[config.mk]
export PLATFORM = sky130hd
export DESIGN_NAME = cpu5_seq_ctrl
export DESIGN_NICKNAME = d
export VERILOG_FILES = /design/src/rtl/cpu5_seq_ctrl_pkg.sv /design/src/rtl/cpu5_seq_timer.sv /design/src/rtl/cpu5_seq_ctrl.sv
export SDC_FILE = /design/constraint.sdc
export NUM_CORES = 1
export LEC_CHECK = 0
export BUFFER_PORTS_ARGS = -buffer_cell sky130_fd_sc_hd__buf_2
export CORE_MARGIN = 2
export CORE_UTILIZATION = 45
export CTS_CLUSTER_SIZE = 16
export DETAILED_ROUTE_END_ITERATION = 10
export PLACE_DENSITY = 0.68
export SYNTH_ARGS = -nofsm -noshare
export SYNTH_HDL_FRONTEND = slang
export SYNTH_SLANG_ARGS = --single-unit
[constraint.sdc]
create_clock -name clk -period 3.73 [get_ports clk]
set_clock_uncertainty 0.1 [all_clocks]
set_input_delay 0.5595 -clock clk [delete_from_list [all_inputs] [get_ports clk]]
set_output_delay 0.5595 -clock clk [all_outputs]
set_load 0.02 [all_outputs]
[src/rtl/cpu5_seq_ctrl_pkg.sv]
// rtl/cpu5_seq_ctrl_pkg.sv - shared encodings for the cpu5 multi-cycle sequencer
package cpu5_seq_ctrl_pkg;

  localparam int CPU5_STATE_SIZE = 3;

  typedef enum logic [CPU5_STATE_SIZE-1:0] {
    CPU5_ST_IDLE   = 3'd0,
    CPU5_ST_FETCH  = 3'd1,
    CPU5_ST_DECODE = 3'd2,
    CPU5_ST_EXEC   = 3'd3,
    CPU5_ST_MEM    = 3'd4,
    CPU5_ST_WB     = 3'd5,
    CPU5_ST_HALT   = 3'd6
  } cpu5_state_e;

  localparam logic [1:0] CPU5_PCSRC_SEQ    = 2'b00;
  localparam logic [1:0] CPU5_PCSRC_BRANCH = 2'b01;
  localparam logic [1:0] CPU5_PCSRC_JUMP   = 2'b10;

  localparam logic [1:0] CPU5_FAULT_NONE    = 2'b00;
  localparam logic [1:0] CPU5_FAULT_ILLEGAL = 2'b01;
  localparam logic [1:0] CPU5_FAULT_TIMEOUT = 2'b10;

  function automatic logic cpu5_is_mem_state(input cpu5_state_e st);
    return (st == CPU5_ST_FETCH) || (st == CPU5_ST_MEM);
  endfunction

endpackage

[src/rtl/cpu5_seq_timer.sv]
// rtl/cpu5_seq_timer.sv - memory wait counter with limit compare
module cpu5_seq_timer #(
  parameter int unsigned LIMIT = 255
) (
  input  logic clk,
  input  logic resetn,
  input  logic clr,
  input  logic inc,
  output logic expired
);

  localparam logic [7:0] LAST = 8'(LIMIT - 1);

  logic [7:0] r_cnt;

  always_ff @(posedge clk) begin
    if (!resetn || clr) begin
      r_cnt <= 8'd0;
    end else if (inc) begin
      r_cnt <= r_cnt + 8'd1;
    end
  end

  // Fires on the wait cycle that brings the count up to LIMIT.
  assign expired = inc && (r_cnt == LAST);

endmodule

[src/rtl/cpu5_seq_ctrl.sv]
// rtl/cpu5_seq_ctrl.sv - FETCH/DECODE/EXEC/MEM/WB sequencer with shared memory port
module cpu5_seq_ctrl
  import cpu5_seq_ctrl_pkg::*;
#(
  parameter int unsigned MEM_TIMEOUT = 255,
  parameter int unsigned CNT_W       = 32
) (
  input  logic             clk,
  input  logic             resetn,
  input  logic             run,
  input  logic             dec_memtoreg,
  input  logic             dec_memwrite,
  input  logic             dec_branch,
  input  logic             dec_jump,
  input  logic             dec_regwrite,
  input  logic             dec_illegal,
  input  logic             alu_zero,
  input  logic             mem_ack,
  output logic             mem_req,
  output logic             mem_we,
  output logic             mem_addr_sel,
  output logic             ir_we,
  output logic             pc_we,
  output logic [1:0]       pc_src,
  output logic             rf_we,
  output logic             wb_sel,
  output logic             retire,
  output logic [CNT_W-1:0] instret,
  output logic [2:0]       state,
  output logic             fault,
  output logic [1:0]       fault_code
);

  cpu5_state_e      r_state;
  cpu5_state_e      w_next;
  logic [CNT_W-1:0] r_instret;
  logic [1:0]       r_fault_code;
  logic             w_fault_set;
  logic [1:0]       w_fault_code;
  logic             w_expired;
  logic             w_tmr_clr;
  logic             w_tmr_inc;

  assign mem_req      = cpu5_is_mem_state(r_state);
  assign mem_addr_sel = (r_state == CPU5_ST_MEM);
  assign mem_we       = (r_state == CPU5_ST_MEM) && dec_memwrite;
  assign wb_sel       = (r_state == CPU5_ST_WB) && dec_memtoreg;
  assign fault        = (r_state == CPU5_ST_HALT);
  assign fault_code   = r_fault_code;
  assign state        = r_state;
  assign instret      = r_instret;

  // Any completed access ends the wait, so the next access starts from zero.
  assign w_tmr_clr = !mem_req || mem_ack;
  assign w_tmr_inc = mem_req && !mem_ack;

  cpu5_seq_timer #(
    .LIMIT(MEM_TIMEOUT)
  ) u_timer (
    .clk    (clk),
    .resetn (resetn),
    .clr    (w_tmr_clr),
    .inc    (w_tmr_inc),
    .expired(w_expired)
  );

  always_ff @(posedge clk) begin
    if (!resetn) begin
      r_state      <= CPU5_ST_IDLE;
      r_instret    <= '0;
      r_fault_code <= CPU5_FAULT_NONE;
    end else begin
      r_state <= w_next;
      if (retire) begin
        r_instret <= r_instret + {{(CNT_W-1){1'b0}}, 1'b1};
      end
      if (w_fault_set) begin
        r_fault_code <= w_fault_code;
      end
    end
  end

  always_comb begin
    w_next       = r_state;
    ir_we        = 1'b0;
    pc_we        = 1'b0;
    pc_src       = CPU5_PCSRC_SEQ;
    rf_we        = 1'b0;
    retire       = 1'b0;
    w_fault_set  = 1'b0;
    w_fault_code = CPU5_FAULT_NONE;

    case (r_state)
      CPU5_ST_IDLE: begin
        if (run) w_next = CPU5_ST_FETCH;
      end
      CPU5_ST_FETCH: begin
        if (mem_ack) begin
          ir_we  = 1'b1;
          w_next = CPU5_ST_DECODE;
        end else if (w_expired) begin
          w_next       = CPU5_ST_HALT;
          w_fault_set  = 1'b1;
          w_fault_code = CPU5_FAULT_TIMEOUT;
        end
      end
      CPU5_ST_DECODE: begin
        if (dec_illegal) begin
          w_next       = CPU5_ST_HALT;
          w_fault_set  = 1'b1;
          w_fault_code = CPU5_FAULT_ILLEGAL;
        end else begin
          w_next = CPU5_ST_EXEC;
        end
      end
      CPU5_ST_EXEC: begin
        if (dec_jump) begin
          pc_we  = 1'b1;
          pc_src = CPU5_PCSRC_JUMP;
          retire = 1'b1;
        end else if (dec_branch) begin
          pc_we  = 1'b1;
          pc_src = alu_zero ? CPU5_PCSRC_BRANCH : CPU5_PCSRC_SEQ;
          retire = 1'b1;
        end else if (dec_memtoreg || dec_memwrite) begin
          w_next = CPU5_ST_MEM;
        end else if (dec_regwrite) begin
          w_next = CPU5_ST_WB;
        end else begin
          pc_we  = 1'b1;
          retire = 1'b1;
        end
      end
      CPU5_ST_MEM: begin
        if (mem_ack) begin
          if (dec_memtoreg) begin
            w_next = CPU5_ST_WB;
          end else begin
            pc_we  = 1'b1;
            retire = 1'b1;
          end
        end else if (w_expired) begin
          w_next       = CPU5_ST_HALT;
          w_fault_set  = 1'b1;
          w_fault_code = CPU5_FAULT_TIMEOUT;
        end
      end
      CPU5_ST_WB: begin
        rf_we  = 1'b1;
        pc_we  = 1'b1;
        retire = 1'b1;
      end
      CPU5_ST_HALT: begin
        w_next = CPU5_ST_HALT;
      end
      default: begin
        w_next = CPU5_ST_IDLE;
      end
    endcase

    // run is only sampled here and in IDLE.
    if (retire) begin
      w_next = run ? CPU5_ST_FETCH : CPU5_ST_IDLE;
    end
  end

endmodule

# ---- Yosys cells after proc, flatten, opt, wreduce, memory -nomap -nowiden
# Cells that the tools add are included.
dict set report totals {
  ff_bits 45
  latchBits 0
  mem_bits_rw 0
  romBits 0
  out_inout_bits 48
  elab_cells 68
  mem_count 0
}
dict set report op_classes {
  add_sub_neg 2
  mul 0
  div 0
  magnitude_cmp 0
  eq_ne 13
  n_shift 0
  mux 35
  n_bitwise 0
  reduce_logical 14
}
# cell n
set op_table {}
lappend op_table {{3-bit 2-to-1 mux} 11}
lappend op_table {{32-bit by 1-bit adder with 32-bit output (second input constant)} 1}
lappend op_table {{3-bit case mux with 7 select lines} 1}
lappend op_table {{1-bit 2-to-1 mux} 16}
lappend op_table {{3-bit == test (second input constant)} 3}
lappend op_table {{3-bit inequality test (second input constant)} 3}
lappend op_table {{8-bit by 1-bit adder with 8-bit output (second input constant)} 1}
lappend op_table {{8-bit == test (second input constant)} 1}
lappend op_table {{2-bit 2-to-1 mux} 4}
lappend op_table {{3-bit by 2-bit == test with 1-bit output (second input constant)} 2}
lappend op_table {{6-bit AND reduction} 1}
lappend op_table {{1-bit logical AND} 4}
lappend op_table {{1-bit logical OR} 4}
lappend op_table {{4-bit by 3-bit inequality test with 1-bit output (second input constant)} 1}
lappend op_table {{4-bit inequality test (second input constant)} 1}
lappend op_table {{2-bit case mux with 2 select lines} 1}
lappend op_table {{3-bit by 1-bit == test with 1-bit output (second input constant)} 1}
lappend op_table {{1-bit zero test} 3}
lappend op_table {{3-bit zero test} 1}
lappend op_table {{1-bit case mux with 3 select lines} 1}
lappend op_table {{2-bit inequality test (second input constant)} 1}
lappend op_table {{1-bit case mux with 2 select lines} 1}
lappend op_table {{2-bit OR reduction} 1}

# ---- Longest topological paths before layout
# Gate-level depths: netlist of the first run.
dict set report logic_depth {
  depth_word 8
  mapped_depth 7
}

# ---- By module
# A second synthesis of the first run with hierarchy kept.
dict set report unflattened {
  hier_cells 273
  hier_area_um2 2409.8
}
# module instances cells_per_inst area_each_um2 seq_area_each_um2
set modules_own_cells {}
lappend modules_own_cells {cpu5_seq_ctrl 1 231 2040.7 740.7}
lappend modules_own_cells {cpu5_seq_timer 1 42 369.1 160.2}

# ---- Least setup slack after synthesis of the first run
# OpenSTA, ideal clock, no wires.
dict set report synth_path {
  path_type {reg-to-output}
  startpoint {register r_state[2] (netlist: state[2])}
  endpoint {output port mem_we}
  arrival_time_ns 1.629
  required_time_ns 3.070
  slack_ns 1.441
  path_stages_with_launch 4
  n_path_buf 1
  cell_sequence {dfxtp_1 -> buf_2 -> nor3b_1 -> and2_1}
}
dict set report synth_between {
  elab_chain_len 2
}
# item line_no
set synth_rtl {}
lappend synth_rtl {{from (decl)} cpu5_seq_ctrl.sv:34} ;# cpu5_state_e r_state;
lappend synth_rtl {{from (signal assigned)} cpu5_seq_ctrl.sv:73} ;# r_state <= w_next;
lappend synth_rtl {{3-bit == test} -}
lappend synth_rtl {{via mem_addr_sel} cpu5_seq_ctrl.sv:21} ;# output logic mem_addr_sel,
lappend synth_rtl {{1-bit logical AND} cpu5_seq_ctrl.sv:46} ;# assign mem_we = (r_state == CPU5_ST_MEM) && dec_memwrite;
lappend synth_rtl {{to (decl)} cpu5_seq_ctrl.sv:20} ;# output logic mem_we,
# The timed path passes the listed nets, and every way through them passes these cells.

# ---- Worst setup path in the final report of the first run
dict set report layout_path {
  startpoint {register r_state[0] (netlist: state[0])}
  endpoint {output port retire}
}
dict set report layout_between {
  elab_chain_len 2
  word_cells_on_any_way 4
  classes_between {eq/ne (3); mux (1)}
}
# item line_no
set layout_rtl {}
lappend layout_rtl {{3-bit == test or 3-bit by 2-bit == test with 1-bit output (tied branches)} cpu5_seq_ctrl.sv:93} ;# case (r_state)
lappend layout_rtl {{1-bit case mux with 3 select lines *} cpu5_seq_ctrl.sv:93}
lappend layout_rtl {{to (decl)} cpu5_seq_ctrl.sv:27} ;# output logic retire,
# Every way passes the cells marked *; elsewhere a longest branch is shown, timed or not.

==> key figures, run 1 <==
Run status
  – Status: finished clean

Setup path
  – Critical Path Sink Type: primary output
  – Worst path cell trace: and3b_1 -> o31ai_1 -> nand2_1 -> buf_2
  – Crit path DAT: 2.08 ns
  – Setup Crit Path Kind: reg -> out
  – Largest fanout of any net on the critical path: 20
  – Standard cell with the maximum stage delay on the critical path: sky130_fd_sc_hd__dfxtp_1
  – CP peak stage delay: approximately 0.75 ns
  – Startpoint type of the worst setup path: flop
  – Required time at the endpoint of the critical path: 3.07 ns

Routing
  – Total Routed Length: roughly 6000 µm
  – Detailed router's first-iteration violation count: between 100 and 150
  – Via total after detailed routing: 2343
  – Routed wire length per instance: between 10 and 15 µm
  – DRC violation count after routing: 0
  – Number of optimization iterations in the first detailed-route pass: 4
  – Vias per Instance: about 5.5
  – Number of nets with antenna violations after detailed routing: 0

Synthesis
  – Share of flip-flops with an asynchronous set or reset after synthesis: 0
  – Register area share after synthesis: 0.326
  – Post-Syn Area: between 2000 and 3000 µm²
  – Synthesized area per cell: roughly 9 µm²
  – Mapped Cells: 304
  – Netlist cell types: slightly above 50
  – Cell type contributing the most total cell area after synthesis: sky130_fd_sc_hd__dfxtp_1
  – Most instantiated cells after synthesis: 45 x sky130_fd_sc_hd__dfxtp_1, 45 x sky130_fd_sc_hd__nand2_1, 28 x sky130_fd_sc_hd__mux2i_1, 24 x sky130_fd_sc_hd__nand2b_1, 16 x sky130_fd_sc_hd__nand3_1
  – Number of enable-type register cells in the synthesized netlist: 0
  – Synth warnings: 0
  – Synth Flop Type: sky130_fd_sc_hd__dfxtp_1
  – Total nets after synthesis: between 300 and 400
  – Top cell type's share of synthesized area: 0.326
  – Main area contributors after synthesis: sky130_fd_sc_hd__dfxtp_1 33%, sky130_fd_sc_hd__mux2i_1 10%, sky130_fd_sc_hd__nand2_1 6.1%
  – Yosys reg bits: 45

GRT
  – Wire length of the first global-routing pass: 10200 µm
  – Total grt overflow: 0
  – Total track usage: 0.193
  – Via count of the first global-routing pass: roughly 2100
  – Initial antenna violation count: 0
  – Largest net degree at the start of global routing: slightly above 60

Timing
  – Final cycle utilization of the critical path: 0.735
  – Final critical delay including setup and external delays: about 2.7 ns
  – Number of failing hold endpoints at the final stage: 0
  – Max-slew headroom: 0.396
  – Post-route worst setup slack: slightly below 1 ns
  – Fmax: 0.365 GHz
  – Number of setup violations in the final report: 0
  – Unrepaired setup endpoints after global routing: false
  – Actual slew at the worst max-slew pin: 0.904 ns
  – Sum of negative setup slack: 0 ns
  – Count of pins over their slew limit: 0

Cells and area
  – Total inserted antenna cells: 0
  – Filler cell count in the final layout: 601
  – Area used by sequential logic in the layout: 901 µm²
  – Synthesis-to-layout area growth: 13.3%
  – Share of layout cells above drive strength 1: 0.249
  – Filler-free cell count of the finished design: between 400 and 500
  – Area occupied by multi-input gates: between 1500 and 2000 µm²
  – Final-stage net count: approximately 370

CTS
  – Clock latency reported for the late side of the worst-skew pair: 0.29 ns
  – Clock-pin slew on the worst setup and hold paths: about 0.080 ns
  – Quantity of gates resized following cts: 0
  – Setup fix buffers added after clock tree synthesis: 0
  – CTS Buf Count: 5
  – Total number of H-tree levels: 2
  – Number of buffers inserted by hold repair at cts: 0
  – Sink Count: 45
  – Master cell of the clock root buffer: sky130_fd_sc_hd__clkbuf_8
  – Number of buffers between clock root and the deepest sink: 2
  – CTS tree: yes

Power
  – Power density normalized to cell area: between 300 and 400 nW/µm²
  – Clock network fraction of total power: 0.314
  – Comb pwr share: 0.147
  – Proportion of total power due to net switching: 0.283
  – Leakage power figure: about 0.0012 µW
  – Worst IR drop on VDD: between 100 and 150 µV
  – Internal Power: a little under 700 µW
  – Part of the total power dissipated in sequential elements: 0.539
  – Net switching power: 273 µW

Place
  – Port-buffer cells: 58
  – Cell total after placement: 421
  – HPWL reported at the end of detailed placement: around 4200 µm
  – Routability cong.: 0.785
  – DP Worst Slack: around 1.3 ns

Floorplan
  – I/O pin total: 59
  – Starting Density: 0.467
  – Die height: 82.4 µm
  – Floorplan row count: 28
  – Chip Width: between 80 and 90 µm
  – Die area: just under 7000 µm²
  – Core area: 5920 µm²

Job
  – Number of maximum-capacitance constraint violations: 0

Hold path
  – Hold Path Class: reg -> reg
## layout make-up
cell class	count	share of cell area
clock buffer	7	0.0276
inverter	8	0.00958
sequential	45	0.288
timing repair buffer	59	0.0950
multi-input combinational	234	0.550
tap	75	0.0300
## cells in the final DEF, fill, tap and decap left out, types with 3 or more instances in the layout
master | Yosys | final
sky130_fd_sc_hd__a211oi_2 | 4 | 4
sky130_fd_sc_hd__nand4_1 | 6 | 6
sky130_fd_sc_hd__nand2b_1 | 24 | 24
sky130_fd_sc_hd__and4_1 | 6 | 6
sky130_fd_sc_hd__o21bai_1 | 3 | 3
sky130_fd_sc_hd__and2_1 | 4 | 4
sky130_fd_sc_hd__mux2i_1 | 28 | 28
sky130_fd_sc_hd__and3_1 | 5 | 5
sky130_fd_sc_hd__a211oi_1 | 5 | 5
sky130_fd_sc_hd__ha_1 | 3 | 3
sky130_fd_sc_hd__nand3_1 | 16 | 16
sky130_fd_sc_hd__nand2_1 | 45 | 45
sky130_fd_sc_hd__a21oi_1 | 15 | 15
sky130_fd_sc_hd__clkbuf_8 | 0 | 6
sky130_fd_sc_hd__inv_1 | 8 | 8
sky130_fd_sc_hd__xor2_1 | 5 | 5
sky130_fd_sc_hd__dfxtp_1 | 45 | 45
sky130_fd_sc_hd__buf_2 | 1 | 58
sky130_fd_sc_hd__a21boi_0 | 3 | 3
sky130_fd_sc_hd__nor3_1 | 5 | 5
sky130_fd_sc_hd__nor2_1 | 13 | 13
sky130_fd_sc_hd__o21a_1 | 3 | 3
sky130_fd_sc_hd__a2111oi_2 | 6 | 6
## metal layers
| metal | wire length, µm | vias up | GRT usage |
|---|---|---|---|
| li1 | - | 1200 | - |
| met1 | 3090 | 1092 | 0.277 |
| met2 | 2650 | 44 | 0.291 |
| met3 | 223 | 7 | 0.0337 |
| met4 | 76 | 0 | 0.0600 |
| met5 | 0 | - | 0 |
## through the flow
| step | hold slack (ns) | total power, µW | instance area, µm² | utilization |
|---|---|---|---|---|
| floorplan | 0.353 | 640 | 2770 | - |
| global placement | 0.353 | 673 | 3050 | 0.515 |
| detailed placement | 0.368 | 674 | 3050 | 0.515 |
| CTS | 0.379 | 977 | 3130 | 0.529 |
| global route | 0.408 | 1010 | 3130 | 0.529 |
| finish | 0.372 | 965 | 3130 | 0.529 |
## flip-flops by register name (all words and copies together) (netlist names)
register,flops
state,3
instret,32
fault_code,2
u_timer.r_cnt,8
## logic make-up (layout without fill, tap and decap cells)
kind of cell | Yosys count | in the layout | share of synthesized area
xor+xnor | 7 | 7 | 0.0222
mux | 28 | 28 | 0.101
flops | 45 | 45 | 0.326
simple gates | 139 | 139 | 0.281
compound gates | 57 | 57 | 0.205
fa+ha+maj | 3 | 3 | 0.0136
buf+inv | 25 | 74 | 0.0507
## critical path, delay by kind of cell (launching register included)
family,cells,cell delay [ns]
flops,1,0.75
simple gates,2,0.66
buf+inv,1,0.19
compound gates,1,0.18
## power by group through the flow
| stage | Sequential (µW) | Combinational [µW] | Clock (µW) |
|---|---|---|---|
| 6_report | 521 | 142 | 303 |
| 3_5_place_dp | 532 | 143 | 0 |
| 3_3_place_gp | 532 | 141 | 0 |
| 2_1_floorplan | 519 | 121 | 0 |
| 4_1_cts | 521 | 143 | 313 |
| 5_1_grt | 526 | 155 | 333 |
## path summary, 6_finish.rpt
kind,end,cells past startpoint,start,slack [ns]
max,retire,4,state[0],0.99
min,instret[31],2,instret[31],0.37
min reg2reg,instret[31],2,instret[31],0.37
max reg2reg,instret[23],4,state[0],1.30
(Power assumes the default switching activity.)
==> inputs of run 2 (changes only) <==
--- a/config.mk
+++ b/config.mk
@@ -5,12 +5,13 @@
 export SDC_FILE = /design/constraint.sdc
 export NUM_CORES = 1
 export LEC_CHECK = 0
+export ABC_AREA = 1
 export BUFFER_PORTS_ARGS = -buffer_cell sky130_fd_sc_hd__buf_2
 export CORE_MARGIN = 2
 export CORE_UTILIZATION = 45
 export CTS_CLUSTER_SIZE = 16
 export DETAILED_ROUTE_END_ITERATION = 10
-export PLACE_DENSITY = 0.68
+export PLACE_DENSITY = 0.71
 export SYNTH_ARGS = -nofsm -noshare
 export SYNTH_HDL_FRONTEND = slang
 export SYNTH_SLANG_ARGS = --single-unit
==> constraint.sdc (replaced) <==
create_clock -name clk -period 2.2 [get_ports clk]
set_clock_uncertainty 0.1 [all_clocks]
set_input_delay 0.33 -clock clk [delete_from_list [all_inputs] [get_ports clk]]
set_output_delay 0.33 -clock clk [all_outputs]
set_load 0.02 [all_outputs]
==> run 2 against run 1 <==
  * Combinational power up 130%
  * Sequential share of layout area fell by 0.31 points
  * Worst setup slack got worse by 0.83 ns
  * Wire length rose by 15%
  * Register-to-register slack got worse by 0.85 ns
  * Hold slack got worse by 0.14 ns
  * Cell count increased by 38%
  * Critical path depth grew 3
  * Flip-flop and latch count is the same
  * Critical path type unchanged
==> key figures, run 2 <==
Run status
  – Status: finished clean (unchanged)

Floorplan
  – I/O pin total: 59 (unchanged)
  – Chip Width: 81.6 µm (was 82.4 µm)
  – Die height: 81.6 µm (was 82.4 µm)
  – Core area: 5890 µm² (was 5920 µm²)
  – Starting Density: 0.460 (was 0.467)
  – Floorplan row count: 28 (unchanged)
  – Die area: 6660 µm² (was 6790 µm²)

Setup path
  – End of the worst register-to-register path: instret[28] (was instret[23])
  – Largest fanout of any net on the critical path: 23 (was 20)
  – Capturing element of the worst setup path: pc_we (was retire)
  – Category of cells accounting for the largest share of critical-path delay: buffers and inverters (was flip-flops)
  – Worst path buffer plus inverter count: 3 (was 1)
  – CP peak stage delay: 0.38 ns (was 0.75 ns)
  – Required time at the endpoint of the critical path: 1.77 ns (was 3.07 ns)
  – Startpoint type of the worst setup path: flop (unchanged)
  – Crit path DAT: 1.61 ns (was 2.08 ns)
  – Critical Path Sink Type: primary output (unchanged)
  – Number of gates on the worst path with buffers counted: 7 (was 4)
  – Worst reg2reg startpoint: instret[1] (was state[0])
  – Library cell appearing most often on the critical path: sky130_fd_sc_hd__nand3_2
  – Setup Crit Path Kind: reg -> out (unchanged)
  – Reg2Reg Depth: 9 (was 4)
  – Crit path from: state[2] (was state[0])
  – Worst path cell trace: inv_4 -> nand3_2 -> nor2_2 -> nand2_1 -> nand3_2 -> buf_6 -> buf_2 (was and3b_1 -> o31ai_1 -> nand2_1 -> buf_2)
  – Register-to-register setup slack: 0.45 ns (was 1.30 ns)
  – Standard cell with the maximum stage delay on the critical path: sky130_fd_sc_hd__dfxtp_1 (unchanged)

CTS
  – Setup fix buffers added after clock tree synthesis: 0 (unchanged)
  – Sink Count: 45 (unchanged)
  – Total number of H-tree levels: 2 (unchanged)
  – Clock-pin slew on the worst setup and hold paths: 0.08 ns (about the same)
  – CTS tree: yes (unchanged)
  – Number of buffers between clock root and the deepest sink: 2 (unchanged)
  – Master cell of the clock root buffer: sky130_fd_sc_hd__clkbuf_8 (unchanged)
  – Clock latency reported for the late side of the worst-skew pair: 0.31 ns (was 0.29 ns)
  – CTS Buf Count: 5 (unchanged)

Synthesis
  – Synthesized area per cell: 5.94 µm² (was 9.10 µm²)
  – Most instantiated cells after synthesis: 169 x sky130_fd_sc_hd__nand2_1, 80 x sky130_fd_sc_hd__nor2_1, 45 x sky130_fd_sc_hd__dfxtp_1, 44 x sky130_fd_sc_hd__inv_1, 33 x sky130_fd_sc_hd__a21oi_1 (was 45 x sky130_fd_sc_hd__dfxtp_1, 45 x sky130_fd_sc_hd__nand2_1, 28 x sky130_fd_sc_hd__mux2i_1, 24 x sky130_fd_sc_hd__nand2b_1, 16 x sky130_fd_sc_hd__nand3_1)
  – Mapped Cells: 456 (was 304)
  – Netlist cell types: 25 (was 51)
  – Number of enable-type register cells in the synthesized netlist: 0 (unchanged)
  – Synth warnings: 0 (unchanged)
  – Register area share after synthesis: 0.333 (was 0.326)
  – Share of flip-flops with an asynchronous set or reset after synthesis: 0 (unchanged)
  – Cell type contributing the most total cell area after synthesis: sky130_fd_sc_hd__dfxtp_1 (unchanged)
  – Top-count cell post-synth: sky130_fd_sc_hd__nand2_1
  – Post-Syn Area: 2710 µm² (was 2770 µm²)
  – Synth Flop Type: sky130_fd_sc_hd__dfxtp_1 (unchanged)
  – Yosys reg bits: 45 (unchanged)
  – Top cell type's share of synthesized area: 0.333 (was 0.326)
  – Total nets after synthesis: 470 (was 318)
  – Main area contributors after synthesis: sky130_fd_sc_hd__dfxtp_1 33%, sky130_fd_sc_hd__nand2_1 23%, sky130_fd_sc_hd__nor2_1 11% (was sky130_fd_sc_hd__dfxtp_1 33%, sky130_fd_sc_hd__mux2i_1 10%, sky130_fd_sc_hd__nand2_1 6.1%)

Cells and area
  – Utilization after layout: 0.538 (was 0.529)
  – Synthesis-to-layout area growth: 16.9% (was 13.3%)
  – Filler cell count in the final layout: 645 (was 601)
  – Total inserted antenna cells: 0 (unchanged)
  – Most frequent standard cell in the layout excluding fill and tap cells: sky130_fd_sc_hd__nand2_1 (was sky130_fd_sc_hd__buf_2)
  – Final standard cell area without fillers: 3170 µm² (was 3130 µm²)
  – Most used cells in the layout excluding fill and tap cells: 169 x sky130_fd_sc_hd__nand2_1, 80 x sky130_fd_sc_hd__nor2_1, 58 x sky130_fd_sc_hd__buf_2, 45 x sky130_fd_sc_hd__dfxtp_1, 44 x sky130_fd_sc_hd__inv_1 (was 58 x sky130_fd_sc_hd__buf_2, 45 x sky130_fd_sc_hd__nand2_1, 45 x sky130_fd_sc_hd__dfxtp_1, 28 x sky130_fd_sc_hd__mux2i_1, 24 x sky130_fd_sc_hd__nand2b_1)
  – Share of layout cells above drive strength 1: 0.153 (was 0.249)
  – Final-stage net count: 528 (was 367)
  – Number of flip-flops in the largest register: 32 (unchanged)

Timing
  – Sum of negative setup slack: 0 ns (unchanged)
  – Number of failing hold endpoints at the final stage: 0 (unchanged)
  – Actual slew at the worst max-slew pin: 0.395 ns (was 0.904 ns)
  – Final cycle utilization of the critical path: 0.929
  – Final critical delay including setup and external delays: between 2 and 2.5 ns
  – Max-slew headroom: 0.736 (was 0.396)
  – Unrepaired setup endpoints after global routing: false (unchanged)
  – Count of pins over their slew limit: 0 (unchanged)
  – Number of setup violations in the final report: 0 (unchanged)
  – Fmax: 0.489 GHz

GRT
  – Initial antenna violation count: 0 (unchanged)
  – Via count of the first global-routing pass: 2605 (was 2148)
  – Total grt overflow: 0 (unchanged)
  – Total track usage: 0.223 (was 0.193)
  – Wire length of the first global-routing pass: 11700 µm (was 10200 µm)
  – Largest net degree at the start of global routing: 26 (was 61)

Place
  – HPWL reported at the end of detailed placement: 5390 µm (was 4170 µm)
  – Area post-placement: 3040 µm² (was 3050 µm²)
  – Port-buffer cells: 58 (unchanged)
  – Routability cong.: 0.976 (was 0.785)

Routing
  – Detailed router's first-iteration violation count: 200 (was 104)
  – Number of optimization iterations in the first detailed-route pass: 4 (unchanged)
  – Routed wire length per instance: 11.7 µm (was 14.1 µm)
  – Total Routed Length: 6930 µm (was 6040 µm)
  – Number of nets with antenna violations after detailed routing: 0 (unchanged)
  – Vias per Instance: 5.02 (was 5.47)
  – Via total after detailed routing: 2961 (was 2343)
  – DRC violation count after routing: 0 (unchanged)

Hold path
  – Hold Path Class: in -> reg (was reg -> reg)

Power
  – Leakage power figure: 0.00130 µW (was 0.00118 µW)
  – Worst IR drop on VDD: 399 µV (was 142 µV)
  – Power density normalized to cell area: 589 nW/µm² (was 308 nW/µm²)

Job
  – Number of maximum-capacitance constraint violations: 0 (unchanged)
run 2: cell types whose count changed in the layout (fill, tap and decap cells not counted), sizes merged, moves of 18 or more:
cell,delta
nor2,+72
a21oi,+18
mux2i,-28
nand2,+124
inv,+39
nand2b,-24
run 2: per-layer routing:
layer / GRT usage / share of wire / vias up
met5: 0 / 0 / -
met1: 0.279 / 0.45 / 1310
met3: 0.0495 / 0.065 / 18
met2: 0.375 / 0.46 / 95
li1: - / - / 1538
met4: 0.0833 / 0.024 / 0
run 2: where the power goes:
part	total (µW)	switching, µW	internal [µW]
Combinational	330	231	99.7
Clock	667	298	369
Sequential	867	33.0	834
run 2: cell families (layout without fill, tap and decap cells):
| logic type | count (synthesis) | count (layout) | synth area share |
|---|---|---|---|
| AO/OA/AOI/OAI | 46 | 46 | 0.0855 |
| XOR/XNOR | 12 | 12 | 0.0388 |
| adder cells (fa/ha/maj) | 3 | 3 | 0.0139 |
| buffers and inverters | 58 | 117 | 0.0942 |
| flip-flops | 45 | 45 | 0.333 |
| AND/OR/NAND/NOR | 292 | 292 | 0.435 |
run 2: final cells by class:
type | count | area, µm² | share of cell area
clock buffer | 6 | 82.6 | 0.0261
clock inverter | 2 | 37.5 | 0.0119
inverter | 48 | 183 | 0.0577
multi-input combinational | 353 | 1550 | 0.490
sequential | 45 | 901 | 0.284
tap | 75 | 93.8 | 0.0296
timing repair buffer | 61 | 317 | 0.100
run 2: how the worst min path moves through the flow:
| stage | cells after the start | start | slack [ns] | endpoint |
|---|---|---|---|---|
| final | 3 | run | 0.23 | state[0] |
| after global routing | 3 | run | 0.23 | state[0] |
| after CTS | 3 | run | 0.21 | state[0] |
| after detailed placement | 2 | fault_code[0] | 0.36 | fault_code[0] |
| after global placement | 2 | fault_code[0] | 0.35 | fault_code[0] |
| after floorplan | 1 | u_timer.r_cnt[0] | 0.35 | u_timer.r_cnt[0] |
run 2: repair_timing:
item / CTS / global route
endpoints found under the setup margin: 0 / 2
hold buffers: 0 / 0
resized for setup: 0 / 1
run 2: through the flow:
| stage | instances | hold WS [ns] | setup slack, ns | power, µW |
|---|---|---|---|---|
| 2_1_floorplan | 456 | 0.353 | 0.421 | 1140 |
| 3_3_place_gp | 582 | 0.355 | 0.475 | 1220 |
| 3_5_place_dp | 582 | 0.357 | 0.445 | 1210 |
| 4_1_cts | 590 | 0.209 | 0.0980 | 1880 |
| 5_1_grt | 590 | 0.225 | 0.0257 | 1950 |
| 6_report | 590 | 0.228 | 0.155 | 1870 |
run 2: worst reg2reg max path: stages, from the launching register on:
cell and delay (ns):
sky130_fd_sc_hd__dfxtp_1 0.41, sky130_fd_sc_hd__ha_1 0.27, sky130_fd_sc_hd__inv_1 0.09, sky130_fd_sc_hd__nor2_2 0.21
sky130_fd_sc_hd__inv_1 0.06, sky130_fd_sc_hd__nor2_1 0.20, sky130_fd_sc_hd__nand3_1 0.12, sky130_fd_sc_hd__nand2_1 0.08
sky130_fd_sc_hd__nand2_1 0.05, sky130_fd_sc_hd__a21oi_1 0.11
